`config.mk`:
```
export PLATFORM = sky130hd
export DESIGN_NAME = vx_result_assembler
export DESIGN_NICKNAME = d
export VERILOG_FILES = /design/src/rtl/vx_result_assembler_pkg.sv /design/src/rtl/vx_result_assembler.sv
export SDC_FILE = /design/constraint.sdc
export NUM_CORES = 1
export LEC_CHECK = 0
export CAP_MARGIN = 20
export CORE_AREA = 5 5 219 221
export DETAILED_ROUTE_END_ITERATION = 6
export DIE_AREA = 0 0 224 226
export PLACE_DENSITY_LB_ADDON = 0.08
export SLEW_MARGIN = 15
export SYNTH_ARGS = -nofsm -noshare
export SYNTH_HDL_FRONTEND = slang
export SYNTH_SLANG_ARGS = --single-unit
export TNS_END_PERCENT = 20
```
`constraint.sdc`:
```
create_clock -name clk -period 3.6 [get_ports clk]
set_input_delay 0.36 -clock clk [delete_from_list [all_inputs] [get_ports clk]]
set_output_delay 0.36 -clock clk [all_outputs]
set_load 0.01 [all_outputs]
```
`src/rtl/vx_result_assembler_pkg.sv`:
```
// Shared definitions for the result assembler.
//   - Core-wide widths (thread count, XLEN, uuid/warp/PC/register widths).
//   - asm_state_t : collection state of the assembler.
//   - meta_t      : per-instruction metadata latched at the first packet.
//   - result_pkt_t: one lane-narrow result packet at the default lane count.
//   - up_clog2    : ceil(log2(n)), never less than 1 (a zero-width id is illegal).
package vx_result_assembler_pkg;

  localparam int NUM_THREADS = 8;
  localparam int XLEN        = 32;
  localparam int UUID_WIDTH  = 44;
  localparam int NW_WIDTH    = 2;
  localparam int PC_BITS     = 30;
  localparam int NR_BITS     = 5;

  function automatic int up_clog2(input int n);
    return (n > 1) ? $clog2(n) : 1;
  endfunction

  localparam int PKT_LANES = 4;
  localparam int PKT_PID_W = up_clog2(NUM_THREADS / PKT_LANES);

  typedef enum logic [1:0] {
    ASM_IDLE    = 2'd0,
    ASM_COLLECT = 2'd1,
    ASM_HOLD    = 2'd2
  } asm_state_t;

  typedef struct packed {
    logic [UUID_WIDTH-1:0] uuid;
    logic [NW_WIDTH-1:0]   wid;
    logic [PC_BITS-1:0]    PC;
    logic [NR_BITS-1:0]    rd;
    logic                  wb;
  } meta_t;

  typedef struct packed {
    logic [UUID_WIDTH-1:0]     uuid;
    logic [NW_WIDTH-1:0]       wid;
    logic [PC_BITS-1:0]        PC;
    logic [NR_BITS-1:0]        rd;
    logic                      wb;
    logic [PKT_LANES-1:0]      tmask;
    logic [PKT_LANES*XLEN-1:0] data;
    logic [PKT_PID_W-1:0]      pid;
    logic                      sop;
    logic                      eop;
  } result_pkt_t;

endpackage

```
`src/rtl/vx_result_assembler.sv`:
```
// Rebuilds one NUM_THREADS-wide commit entry from the lane-narrow packets of
// one instruction and presents it on a valid/ready commit port.
// Ports:
//   clk, reset                    clock, synchronous active-high reset
//   in_valid / in_ready           packet handshake
//   in_uuid, in_wid, in_PC,
//   in_rd, in_wb                  instruction metadata (latched at sop)
//   in_tmask, in_data             lane mask and lane results of this packet
//   in_pid, in_sop, in_eop        packet index, first/last packet flags
//   out_valid / out_ready         commit handshake
//   out_uuid .. out_wb            latched metadata
//   out_tmask, out_data           full-warp mask and results
//   proto_err                     sticky protocol-violation flag
module vx_result_assembler
  import vx_result_assembler_pkg::*;
#(
  parameter  int NUM_LANES   = 4,
  localparam int NUM_PACKETS = NUM_THREADS / NUM_LANES,
  localparam int PID_WIDTH   = up_clog2(NUM_PACKETS)
) (
  input  logic                        clk,
  input  logic                        reset,
  input  logic                        in_valid,
  output logic                        in_ready,
  input  logic [UUID_WIDTH-1:0]       in_uuid,
  input  logic [NW_WIDTH-1:0]         in_wid,
  input  logic [PC_BITS-1:0]          in_PC,
  input  logic [NR_BITS-1:0]          in_rd,
  input  logic                        in_wb,
  input  logic [NUM_LANES-1:0]        in_tmask,
  input  logic [NUM_LANES*XLEN-1:0]   in_data,
  input  logic [PID_WIDTH-1:0]        in_pid,
  input  logic                        in_sop,
  input  logic                        in_eop,
  output logic                        out_valid,
  input  logic                        out_ready,
  output logic [UUID_WIDTH-1:0]       out_uuid,
  output logic [NW_WIDTH-1:0]         out_wid,
  output logic [PC_BITS-1:0]          out_PC,
  output logic [NR_BITS-1:0]          out_rd,
  output logic                        out_wb,
  output logic [NUM_THREADS-1:0]      out_tmask,
  output logic [NUM_THREADS*XLEN-1:0] out_data,
  output logic                        proto_err
);

  localparam int SLOT_W = NUM_LANES * XLEN;

  asm_state_t                 state;
  meta_t                      meta;
  logic [NUM_THREADS-1:0]     tmask_acc;
  logic [NUM_THREADS-1:0]     tmask_next;
  logic [SLOT_W-1:0]          data_acc [NUM_PACKETS];
  logic [PID_WIDTH-1:0]       last_pid;
  logic [PID_WIDTH-1:0]       slot;

  logic       fire;
  logic       accept;
  asm_state_t eff_state;
  logic       start;
  logic       cont;
  logic       drop;
  logic       write_en;
  logic       err_now;

  assign in_ready = (state != ASM_HOLD) || out_ready;
  assign fire     = out_valid && out_ready;
  assign accept   = in_valid && in_ready;

  // A commit leaving this cycle frees the entry, so an incoming packet is
  // judged as if the assembler were already idle.
  assign eff_state = fire ? ASM_IDLE : state;

  // With a single packet per warp the id carries no information.
  assign slot = (NUM_PACKETS == 1) ? '0 : in_pid;

  assign start    = accept && in_sop;
  assign cont     = accept && !in_sop && (eff_state == ASM_COLLECT);
  assign drop     = accept && !in_sop && (eff_state == ASM_IDLE);
  assign write_en = start || cont;

  assign err_now = drop
                || (start && (eff_state == ASM_COLLECT))
                || (cont && ((in_wid != meta.wid) || (in_uuid != meta.uuid)))
                || (cont && (slot <= last_pid));

  // Control: state, commit valid, sticky error.
  always_ff @(posedge clk) begin
    if (reset) begin
      state     <= ASM_IDLE;
      out_valid <= 1'b0;
      proto_err <= 1'b0;
    end else begin
      proto_err <= proto_err | err_now;
      if (write_en && in_eop) begin
        state     <= ASM_HOLD;
        out_valid <= 1'b1;
      end else if (start) begin
        state     <= ASM_COLLECT;
        out_valid <= 1'b0;
      end else if (fire) begin
        state     <= ASM_IDLE;
        out_valid <= 1'b0;
      end
    end
  end

  // The sop clear and the slot write merge here so the write wins at in_pid.
  always_comb begin
    tmask_next = start ? '0 : tmask_acc;
    for (int p = 0; p < NUM_PACKETS; p++) begin
      if (int'(slot) == p) begin
        tmask_next[p*NUM_LANES +: NUM_LANES] = in_tmask;
      end
    end
  end

  // The mask is reset so unwritten slots of the first instruction read 0.
  always_ff @(posedge clk) begin
    if (reset) begin
      tmask_acc <= '0;
    end else if (write_en) begin
      tmask_acc <= tmask_next;
    end
  end

  // Datapath: lane results, metadata, last packet id (no reset).
  always_ff @(posedge clk) begin
    for (int p = 0; p < NUM_PACKETS; p++) begin
      if (write_en && (int'(slot) == p)) begin
        data_acc[p] <= in_data;
      end
    end
    if (write_en) begin
      last_pid <= slot;
    end
    if (start) begin
      meta.uuid <= in_uuid;
      meta.wid  <= in_wid;
      meta.PC   <= in_PC;
      meta.rd   <= in_rd;
      meta.wb   <= in_wb;
    end
  end

  always_comb begin
    for (int p = 0; p < NUM_PACKETS; p++) begin
      out_data[p*SLOT_W +: SLOT_W] = data_acc[p];
    end
  end

  assign out_tmask = tmask_acc;
  assign out_uuid  = meta.uuid;
  assign out_wid   = meta.wid;
  assign out_PC    = meta.PC;
  assign out_rd    = meta.rd;
  assign out_wb    = meta.wb;

endmodule

```
== Yosys cells after proc, flatten, opt, wreduce, memory -nomap -nowiden ==
Memory sizes are Yosys's and may differ from the RTL's.
Index checks and enable logic that the tools add are counted.
Widths: inputs -> output; s select.

* Word-level logic and storage cells: 63
* Output and inout port bits: 349
* Bits in writable memories: 256
* Register bits: 95
* Memories: 1

* Muxes and demuxes: 16
* $lt $le $gt $ge: 1
* Bitwise logic cells: 2
* Equality and inequality tests: 5
* Reductions and logical operators: 26

{| class="wikitable"
|+ Memory list
! name !! depth !! bits a word !! read ports !! clocked after Yosys merged registers in !! wr ports !! RTL line !! text
|-
| data_acc || 2 || 128 || 2 || 0 || 1 || vx_result_assembler.sv:53 || <nowiki>logic [SLOT_W-1:0] data_acc [NUM_PACKETS];</nowiki>
|}

{| class="wikitable"
|+ Operator list
! cell !! number
|-
| $mux 128 || 1
|-
| $reduce_or 128->1 || 1
|-
| $ne 44x44->1 || 1
|-
| $logic_and 1x1->1 || 12
|-
| $mux 1 || 9
|-
| $mux 4 || 2
|-
| $mux 8 || 1
|-
| $logic_or 1x1->1 || 6
|-
| $mux 2 || 3
|-
| $reduce_and 2->1 || 2
|-
| $reduce_bool 3->1 || 1
|-
| $eq 2x1->1 const B || 1
|-
| $logic_not 2->1 || 1
|-
| $ne 2x1->1 const B || 1
|-
| $ne 2x2->1 || 1
|-
| $ne 2x2->1 const B || 1
|-
| $reduce_bool 2->1 || 1
|-
| $reduce_or 2->1 || 1
|-
| $le 1x1->1 || 1
|-
| $logic_not 1->1 || 1
|-
| $not 1->1 || 1
|-
| $or 1x1->1 || 1
|}

== Depth between registers and ports, before layout ==
* Depth after elaboration: 11
* Depth in mapped cells: 6

== Worst setup path after synthesis ==
OpenSTA, ideal clock, no wires.

* Path type: reg-to-reg
* Start: register state[1]
* End: register meta (netlist bit out_PC[0]) (enable)
* Stages on the path, launching flop included: 4
* Library setup time: 436 ps
* Required time: 3164 ps
* Path slack: 814 ps
* Clock period less this slack: 2786 ps
* Arrival: 2351 ps
* Path buffers: 0
* Cells stage by stage: dfxtp_1 > or3b_1 > nand3_1 > inv_1

* Word-level cells in the longest chain between the ends: 4

{| class="wikitable"
|+ Ends and longest elaborated chain
! what !! RTL line !! text
|-
| start: declaration || vx_result_assembler.sv:49 || <nowiki>asm_state_t state;</nowiki>
|-
| start signal: assignment || vx_result_assembler.sv:90 || <nowiki>state <= ASM_IDLE;</nowiki>
|-
| start signal: assignment || vx_result_assembler.sv:96 || <nowiki>state <= ASM_HOLD;</nowiki>
|-
| start signal: assignment || vx_result_assembler.sv:99 || <nowiki>state <= ASM_COLLECT;</nowiki>
|-
| $ne 2x2->1 || vx_result_assembler.sv:66 || <nowiki>assign in_ready = (state != ASM_HOLD) || out_ready;</nowiki>
|-
| $logic_or 1x1->1 || vx_result_assembler.sv:66 ||
|-
| via in_ready || vx_result_assembler.sv:24 || <nowiki>output logic in_ready,</nowiki>
|-
| $logic_and 1x1->1 || vx_result_assembler.sv:68 || <nowiki>assign accept = in_valid && in_ready;</nowiki>
|-
| $logic_and 1x1->1 || vx_result_assembler.sv:77 || <nowiki>assign start = accept && in_sop;</nowiki>
|-
| via start || vx_result_assembler.sv:60 || <nowiki>logic start;</nowiki>
|-
| end: declaration || vx_result_assembler.sv:50 || <nowiki>meta_t meta;</nowiki>
|}

The timed path passes the listed nets, and every way through them passes these cells.
A chain may end at the register's enable or synchronous reset.

== Final worst setup path ==
* Start: register state[1]
* End: output port in_ready

* Word-level cells in the longest chain between the ends: 2

{| class="wikitable"
|+ Ends and longest elaborated chain
! what !! RTL line
|-
| $ne 2x2->1 || vx_result_assembler.sv:66
|-
| $logic_or 1x1->1 || vx_result_assembler.sv:66
|-
| end: declaration || vx_result_assembler.sv:24
|}

No other way between the ends.

==> summary.txt <==
Run status
  – Status: completed

GRT
  – Vias in the first global route: 7173
  – First-pass GRT wire length: 52320 µm
  – GRT met1 Usage: 0.1480
  – M3 GR Usage: 0.09398
  – Top Usage Layer GRT: met2
  – Overall routing resource usage: 0.1434
  – Initial antenna violation count: 14
  – Largest net degree at the start of global routing: 83
  – Grt total ovfl: 0
  – Met2 usage: 0.2432

Worst setup path
  – Type of the worst setup path: reg -> out
  – CP Capture Type: primary output
  – CP startpoint kind: register
  – R2R Path Start: state[0]
  – Critical Path Source: state[1]
  – Crit Reg-Reg Endpoint: data_acc[0][135]
  – Worst path required time: 3.24 ns
  – WP data arrival: 1.86 ns
  – Reg-to-reg slack, setup: 1.44 ns
  – Worst Path Max Fanout: 5
  – Reg2Reg Depth: 4
  – Critical Path Sink: in_ready

Placement
  – Post-DP Area: 17840 µm²
  – Post-DP HPWL: 29760 µm
  – PortBufs: 569
  – Dpl cells: 1654
  – Final Wtd Congestion: 0.7564

Synthesis
  – Synth Area in Simple Gates: 0.01824
  – Sequential-to-total area share from yosys stat: 0.9262
  – Largest cells by area after synthesis: edfxtp_1 (90%), dfxtp_1 (2.1%), xor2_1 (2.1%), a22oi_1 (0.67%), xnor2_1 (0.62%)
  – Post-synthesis compound-gate area fraction: 0.02169
  – Synth Instances: 472
  – Yosys top cell area share: 0.9048
  – Number of synthesized register bits: 351
  – Syn_nets: 693
  – Post-synthesis area per instance: 23.84 µm²
  – Synth unique cells: 33
  – YS warnings: 0
  – Leading area contributor after synthesis: edfxtp_1
  – Post-synthesis mux area share: 0
  – Largest family of logic cells by synthesized area: XOR/XNOR gates
  – Synthesized area: 11250 µm²
  – Adder-Cell Fraction of Synth Area: 0
  – XOR/XNOR Fraction of Synth Area: 0.02725

STA
  – Hold Fails Final Rpt: 0
  – Clk_skew: 0.01463 ns
  – Unrepaired setup endpoints after global routing: false
  – Final period util: 0.6168
  – Setup TNS: 0 ns
  – F_max: 450.4 MHz
  – Worst-Margin Slew: 1.114 ns
  – Max-slew violations: 0
  – Slew HR: 0.2574
  – Final setup vio count: 0
  – Min cycle time layout: 2.220 ns

Pwr
  – Clk pwr share: 0.411
  – P_sw: 0.001987 W
  – Combinational power share: 0.088
  – Lkg Pwr: 6.454 nW
  – Power Density: 493.3 nW/µm²
  – Peak VDD IR: 0.3541 mV
  – Sw frac: 0.2108
  – P_int: 0.007438 W
  – Sequential fraction of design power: 0.501

Clock network
  – Cts-stage hold buffer count: 0
  – PostCTS Resize Cnt: 0
  – H-tree depth: 2
  – Worst skew pair latency: 0.54 ns
  – CTS Buffer Depth: 3
  – TritonCTS clock tree: built
  – TritonCTS buffer count: 41
  – Post-CTS Setup Inserts: 0
  – CTS Sinks: 351
  – Root Driver: clkbuf_16
  – Worst-path clk slew: 0.06 ns

Layout
  – Fillers: 4254
  – Non-Filler Instances: 1733
  – Most frequent cells in the layout: clkdlybuf4s50_1 (569), edfxtp_1 (339), clkbuf_16 (43), xor2_1 (27), inv_1 (14)
  – Area grow syn2layout: 69.82%
  – Share of cells above drive strength 1: 0.06256
  – Post-route cell area: 19110 µm²
  – Nets@finish: 1311
  – Commonest non-fill, non-tap cell in the layout: clkdlybuf4s50_1

Floorplanning
  – Die X: 224 µm
  – Core area: 45960 µm²
  – Num ports: 570
  – Row cnt: 79
  – Die area: 50620 µm²
  – Starting density of the core: 0.2448
  – Die span in y: 226 µm

Route
  – Routed WL per cell: 22.14 µm
  – DRC Markers: 0
  – First drt pass iteration count: 4
  – Total wire length: 38370 µm
  – Vias/cell: 3.955
  – Vias: 6854
  – Routed Antenna Nets: 0
  – Initial DRC Count: 380

Worst hold path
  – Worst hold path class: in -> reg
  – Hold depth: 1

Flow run
  – Max Cap Viol: 0
synthesized netlist by cell type (all sizes together):
| cell | instances |
|---|---|
| nand3b | 1 |
| nand3 | 2 |
| inv | 15 |
| and4 | 1 |
| o22ai | 5 |
| buf | 2 |
| nand2b | 1 |
| or4 | 1 |
| or3b | 1 |
| o21a | 2 |
| nand4 | 4 |
| a31oi | 1 |
| a21bo | 1 |
| o21ai | 2 |
| a21oi | 4 |
| dfxtp | 12 |
| a2111oi | 2 |
| edfxtp | 339 |
| nor2b | 4 |
| clkbuf | 1 |
| a22oi | 10 |
| nor4 | 7 |
| nor3 | 1 |
| a221oi | 2 |
| o2bb2ai | 1 |
| nor2 | 8 |
| xor2 | 27 |
| xnor2 | 8 |
| a2111o | 1 |
| o31a | 1 |
| nand2 | 3 |
| and2 | 2 |
per-layer routing:
layer,share of wire,vias to the layer above
met4,0.018,14
met5,0.0023,-
li1,-,3134
met3,0.15,67
met2,0.50,369
met1,0.34,3270
flip-flops by register name, summed over array words and instances (netlist names):
| signal | count |
|---|---|
| data_acc | 256 |
| out_uuid | 44 |
| out_PC | 30 |
| out_tmask | 8 |
| out_rd | 5 |
| out_wid | 2 |
| state | 2 |
| last_pid | 1 |
| out_valid | 1 |
| out_wb | 1 |
| proto_err | 1 |
cell families after synthesis:
logic type | after synthesis
AOI/OAI and AO/OA | 32
DFF | 351
xor gates and xnor gates | 35
and+or+nand+nor | 36
buffers and inverters | 18
worst min path at each step:
stage | startpoint | endpoint | slack, ns
finish | in_PC[13] | out_PC[13] | 0.37
global route | in_PC[21] | out_PC[21] | 0.33
floorplan | reset | state[0] | 0.44
CTS | in_PC[9] | out_PC[9] | 0.32
global placement | out_tmask[3] | out_tmask[3] | 0.48
detailed placement | out_tmask[6] | out_tmask[6] | 0.48
power by group through the flow:
stage | Clock (W) | Sequential, W | Combinational, W
5_1_grt | 0.00422 | 0.00473 | 0.000885
2_1_floorplan | 0 | 0.00489 | 0.000114
3_5_place_dp | 0 | 0.00481 | 0.000849
3_3_place_gp | 0 | 0.00480 | 0.000852
6_report | 0.00387 | 0.00472 | 0.000832
4_1_cts | 0.00404 | 0.00472 | 0.000852
critical path: stages (launching register included):
cell and delay, ns:
dfxtp_1 0.42, or3b_1 0.40, clkdlybuf4s50_1 0.51
through the flow:
| stage | total power [W] | setup WS (ns) | hold WS, ns | utilization |
|---|---|---|---|---|
| 2_1_floorplan | 0.005001 | 0.8137 | 0.4387 | - |
| 3_3_place_gp | 0.005656 | 0.9272 | 0.4818 | 0.3881 |
| 3_5_place_dp | 0.005654 | 0.8639 | 0.4850 | 0.3881 |
| 4_1_cts | 0.009618 | 1.342 | 0.3189 | 0.4153 |
| 5_1_grt | 0.009834 | 1.282 | 0.3303 | 0.4154 |
| 6_report | 0.009425 | 1.380 | 0.3705 | 0.4157 |
layout make-up:
| class | count | area, µm² | share of cell area |
|---|---|---|---|
| clock inverter | 19 | 118.9 | 0.006221 |
| tap | 607 | 759.5 | 0.03975 |
| clock buffer | 53 | 1134 | 0.05933 |
| multi-input combinational | 103 | 760.7 | 0.03982 |
| timing repair buffer | 578 | 5838 | 0.3056 |
| inverter | 15 | 57.56 | 0.003012 |
| sequential | 351 | 10420 | 0.5454 |
| antenna | 7 | 17.52 | 0.0009168 |
Power figures use the tool's default switching activity.
